### config.mk
export PLATFORM = sky130hd
export DESIGN_NAME = add_arbiter
export DESIGN_NICKNAME = d
export VERILOG_FILES = /design/src/rtl/add_arbiter.sv
export SDC_FILE = /design/constraint.sdc
export NUM_CORES = 1
export LEC_CHECK = 0
export ABC_AREA = 1
export BUFFER_PORTS_ARGS = -buffer_cell sky130_fd_sc_hd__clkbuf_2
export CORE_MARGIN = 3
export CORE_UTILIZATION = 30
export DETAILED_ROUTE_END_ITERATION = 8
export PLACE_DENSITY = 0.67
export SLEW_MARGIN = 20
export SYNTH_ARGS = -nofsm -noshare
export SYNTH_HDL_FRONTEND = slang
export SYNTH_SLANG_ARGS = --single-unit
export TNS_END_PERCENT = 50
### constraint.sdc
create_clock -name clk -period 3.8 [get_ports clk]
set_clock_uncertainty 0.1 [all_clocks]
set_input_delay 0.76 -clock clk [delete_from_list [all_inputs] [get_ports clk]]
set_output_delay 0.76 -clock clk [all_outputs]
set_load 0.02 [all_outputs]
### src/rtl/add_arbiter.sv
`default_nettype none
// ----------------------------------------------------------------------------
// add_arbiter: two-requester round-robin front end for a shared LAT-cycle adder.
// Revision 1.0
// ----------------------------------------------------------------------------
module add_arbiter #(
   parameter int WIDTH = 32,
   parameter int LAT   = 1
) (
   input  logic             clk,
   input  logic             rst_n,

   input  logic             req0_valid,
   output logic             req0_ready,
   input  logic [WIDTH-1:0] req0_a,
   input  logic [WIDTH-1:0] req0_b,
   input  logic             req0_cin,

   input  logic             req1_valid,
   output logic             req1_ready,
   input  logic [WIDTH-1:0] req1_a,
   input  logic [WIDTH-1:0] req1_b,
   input  logic             req1_cin,

   output logic [WIDTH-1:0] add_a,
   output logic [WIDTH-1:0] add_b,
   output logic             add_cin,
   input  logic [WIDTH-1:0] add_s,
   input  logic             add_cout,

   output logic             rsp0_valid,
   output logic [WIDTH-1:0] rsp0_sum,
   output logic             rsp0_cout,

   output logic             rsp1_valid,
   output logic [WIDTH-1:0] rsp1_sum,
   output logic             rsp1_cout,

   output logic             busy
);

   logic             prio_q, prio_d;
   logic [WIDTH-1:0] add_a_q, add_a_d;
   logic [WIDTH-1:0] add_b_q, add_b_d;
   logic             add_cin_q, add_cin_d;
   logic [LAT-1:0]   trk_v_q, trk_v_d;
   logic [LAT-1:0]   trk_tag_q, trk_tag_d;
   logic             rsp0_valid_q, rsp0_valid_d;
   logic             rsp1_valid_q, rsp1_valid_d;
   logic [WIDTH-1:0] rsp0_sum_q, rsp0_sum_d;
   logic [WIDTH-1:0] rsp1_sum_q, rsp1_sum_d;
   logic             rsp0_cout_q, rsp0_cout_d;
   logic             rsp1_cout_q, rsp1_cout_d;

   logic             grant0;
   logic             grant1;
   logic             xfer;
   logic             ret_v;
   logic             ret_tag;

   // Grants are gated by rst_n so ready stays low while reset is asserted.
   always_comb begin
      grant0 = 1'b0;
      grant1 = 1'b0;
      if (rst_n) begin
         if (req0_valid && req1_valid) begin
            grant0 = ~prio_q;
            grant1 = prio_q;
         end else begin
            grant0 = req0_valid;
            grant1 = req1_valid;
         end
      end
   end

   assign xfer    = grant0 | grant1;
   assign ret_v   = trk_v_q[LAT-1];
   assign ret_tag = trk_tag_q[LAT-1];

   always_comb begin
      prio_d       = prio_q;
      add_a_d      = add_a_q;
      add_b_d      = add_b_q;
      add_cin_d    = add_cin_q;
      trk_v_d      = '0;
      trk_tag_d    = '0;
      rsp0_sum_d   = rsp0_sum_q;
      rsp0_cout_d  = rsp0_cout_q;
      rsp1_sum_d   = rsp1_sum_q;
      rsp1_cout_d  = rsp1_cout_q;

      if (xfer) begin
         // Pointer moves to the requester that was not served.
         prio_d    = grant0;
         add_a_d   = grant1 ? req1_a   : req0_a;
         add_b_d   = grant1 ? req1_b   : req0_b;
         add_cin_d = grant1 ? req1_cin : req0_cin;
      end

      trk_v_d[0]   = xfer;
      trk_tag_d[0] = grant1;
      for (int i = 1; i < LAT; i++) begin
         trk_v_d[i]   = trk_v_q[i-1];
         trk_tag_d[i] = trk_tag_q[i-1];
      end

      rsp0_valid_d = ret_v & ~ret_tag;
      rsp1_valid_d = ret_v &  ret_tag;
      if (rsp0_valid_d) begin
         rsp0_sum_d  = add_s;
         rsp0_cout_d = add_cout;
      end
      if (rsp1_valid_d) begin
         rsp1_sum_d  = add_s;
         rsp1_cout_d = add_cout;
      end
   end

   always_ff @(posedge clk or negedge rst_n) begin
      if (!rst_n) begin
         prio_q       <= 1'b0;
         add_a_q      <= '0;
         add_b_q      <= '0;
         add_cin_q    <= 1'b0;
         trk_v_q      <= '0;
         trk_tag_q    <= '0;
         rsp0_valid_q <= 1'b0;
         rsp1_valid_q <= 1'b0;
         rsp0_sum_q   <= '0;
         rsp1_sum_q   <= '0;
         rsp0_cout_q  <= 1'b0;
         rsp1_cout_q  <= 1'b0;
      end else begin
         prio_q       <= prio_d;
         add_a_q      <= add_a_d;
         add_b_q      <= add_b_d;
         add_cin_q    <= add_cin_d;
         trk_v_q      <= trk_v_d;
         trk_tag_q    <= trk_tag_d;
         rsp0_valid_q <= rsp0_valid_d;
         rsp1_valid_q <= rsp1_valid_d;
         rsp0_sum_q   <= rsp0_sum_d;
         rsp1_sum_q   <= rsp1_sum_d;
         rsp0_cout_q  <= rsp0_cout_d;
         rsp1_cout_q  <= rsp1_cout_d;
      end
   end

   assign req0_ready = grant0;
   assign req1_ready = grant1;
   assign add_a      = add_a_q;
   assign add_b      = add_b_q;
   assign add_cin    = add_cin_q;
   assign rsp0_valid = rsp0_valid_q;
   assign rsp0_sum   = rsp0_sum_q;
   assign rsp0_cout  = rsp0_cout_q;
   assign rsp1_valid = rsp1_valid_q;
   assign rsp1_sum   = rsp1_sum_q;
   assign rsp1_cout  = rsp1_cout_q;
   assign busy       = (|trk_v_q) | rsp0_valid_q | rsp1_valid_q;

endmodule

`default_nettype wire

==> flow_summary.toml <==
[yosys]
synth_cell_types = 14
ys_top_cells_by_area = "dfrtp_1, nand2_1, nand3_1, inv_1, o21ai_0"
post-synth-top-area-cell = "dfrtp_1"
netlist_area_sq_mm = 0.00634
yosys_register_bits = 136
syn-num-nets = 992
syn_inst = 825
netlist.area_leader.share_pct = 53.7
avgSynthCellArea_sq_um = 7.68
ys_seq_area_share_pct = 53.7
ys_warn_count = 0

[critical_path]
r2r-start = "prio_q$_DFFE_PN0P_"
rr_worst_depth = 7
cp-end-kind = "output pin"
arrival_ns = 1.49
cp_max_fo = 26
r2r_slack_ns = 1.99
path_class = "input pin to output pin"
cp.required_ns = 2.94
r2r_end = "add_a[6]$_DFFE_PN0P_"
start_kind = "input pin"

[layout]
final_cell_mix = "clkbuf_2, nand2_1, inv_1, dfrtp_1, nand3_1"
final_common_cell = "clkbuf_2"
nets = 1272
seq_area_sq_mm = 0.00340
syn_to_final_growth_pct = 35.5
fill_cells = 2092
fin_area_sq_mm = 0.00859
final_layout_size_suffix_gt1_share_pct = 31.3
multi_input_area_sq_mm = 0.00203

[timing]
hold_violations = 0
slew_headroom_pct = 47.6
setup_viol_count_final = 0
rsz0062_at_grt = "no"
period_share_pct = 61.9
slew_violations = 0
final.min_clock_period_ns = 2.35
setup_tns_ns = 0
worst_slew_pin_slew_ns = 0.785
fmax_mhz = 425

[clock_network]
insertion_delay_ns = 0.41
cts_setup_buffers = 0
cts-resized-gates = 0
htreeDepth = 4
cts_tree = "done"
clkTransAtPathRegs_ns = 0.06
ctsLongestPathBuffers = 2
cts-hold-fix-buffers = 0
root_buffer = "clkbuf_16"
numClockSinks = 136
cts-buffers-inserted = 17

[place]
placed_area_sq_mm = 0.00800
dpl.hpwl_um = 13300
gp_congestion = 0.763
portBuffers = 302

[floorplan]
core-area_sq_mm = 0.0205
die_x_um = 151
die_height_um = 151
die_area_sq_mm = 0.0229
rows = 52
initial_utilization_pct = 30.9
io_pins = 303

[detailed_routing]
wl_per_cell_um = 13.6
drc_errors = 0
ant_nets = 0
vias_per_cell = 4.39
drt_wl_total_um = 18900
dr.pass1.iters = 7
drt_iter0_drc = 222
vias = 6098

[global_route]
gr-total-overflow = 0
grt_pass1_vias = 5576
antenna_found_initial = 1
track_usage_pct = 16.3
grt_pass1_wl_um = 29100
grt_max_degree = 68

[min_path]
hold_path_class = "input pin to async pin"

[power_and_ir_drop]
leakage_nw = 5.30
max-vdd-ir-drop_v = 0.000258
pwr_density_cell_mw_per_mm2 = 539
power_w = 0.00463

[job]
max-cap-violations = 0

[outcome]
outcome = "completed"
critical path, cell delays in order:
cell      delay [ns]
buf_6           0.22
nand2_1         0.13
inv_2           0.08
nand2_2         0.05
inv_1           0.06
clkbuf_2        0.18
area by class of cell:
| class | instances | area share [%] |
|---|---|---|
| Multi-Input combinational cell | 468 | 23.6 |
| Clock inverter | 15 | 1.82 |
| Antenna cell | 1 | 0.0291 |
| Inverter | 172 | 7.52 |
| Sequential cell | 136 | 39.6 |
| Tap cell | 270 | 3.93 |
| Timing Repair Buffer | 310 | 18.5 |
| Clock buffer | 17 | 4.95 |
power breakdown:
group	leakage, nW	internal (W)	total, W	switching, W
combinational	3.36	0.000378	0.00114	0.000761
clock	0.283	0.000930	0.00164	0.000712
sequential	1.66	0.00170	0.00185	0.000148
metal layers:
| metal | global-route usage, % | vias to the layer above | share of wire (%) |
|---|---|---|---|
| li1 | - | 3040 | - |
| met1 | 21.3 | 2769 | 43 |
| met2 | 25.5 | 275 | 46 |
| met3 | 6.16 | 14 | 10 |
| met4 | 3.85 | 0 | 1.1 |
| met5 | 0 | - | 0 |
how the worst max path moves through the flow:
stage / start / end / slack (ns) / depth (start not counted)
3_3_place_gp: rst_n / add_a[1]$_DFFE_PN0P_ / 1.38 / 7
2_1_floorplan: rst_n / req1_ready / 1.52 / 6
5_1_grt: rst_n / req1_ready / 1.33 / 6
4_1_cts: rst_n / req1_ready / 1.42 / 6
6_report: rst_n / req1_ready / 1.45 / 6
3_5_place_dp: rst_n / add_a[3]$_DFFE_PN0P_ / 1.40 / 7
Yosys cell counts (all sizes together):
cell type / number
inv: 172
nand3: 130
buf: 41
o21ai: 67
nand2: 269
dfrtp: 136
or3: 1
clkbuf: 8
or2: 1
stage by stage:
stage,cells,utilization [%],hold WS (ns),worst slack [ns]
after global placement,1356,39.0,0.362,1.38
after CTS,1388,41.8,0.0802,1.42
final,1389,41.9,0.0990,1.45
after global routing,1389,41.9,0.0781,1.33
after detailed placement,1356,39.0,0.364,1.40
after floorplan,825,-,0.364,1.52
state kept, by name (all words and copies together), names as in the netlist, 32 cells and up:
| signal | cells |
|---|---|
| add_a | 32 |
| add_b | 32 |
| rsp0_sum | 32 |
| rsp1_sum | 32 |
logic make-up (layout without fill, tap and decap cells):
group | Yosys count | after routing | synth area share (%)
AND/OR/NAND/NOR | 401 | 401 | 26.4
buffers and inverters | 221 | 514 | 14.6
flip-flops | 136 | 136 | 53.7
AO/OA/AOI/OAI | 67 | 67 | 5.29
other | 0 | 1 | 0
(Power assumes the default switching activity.)
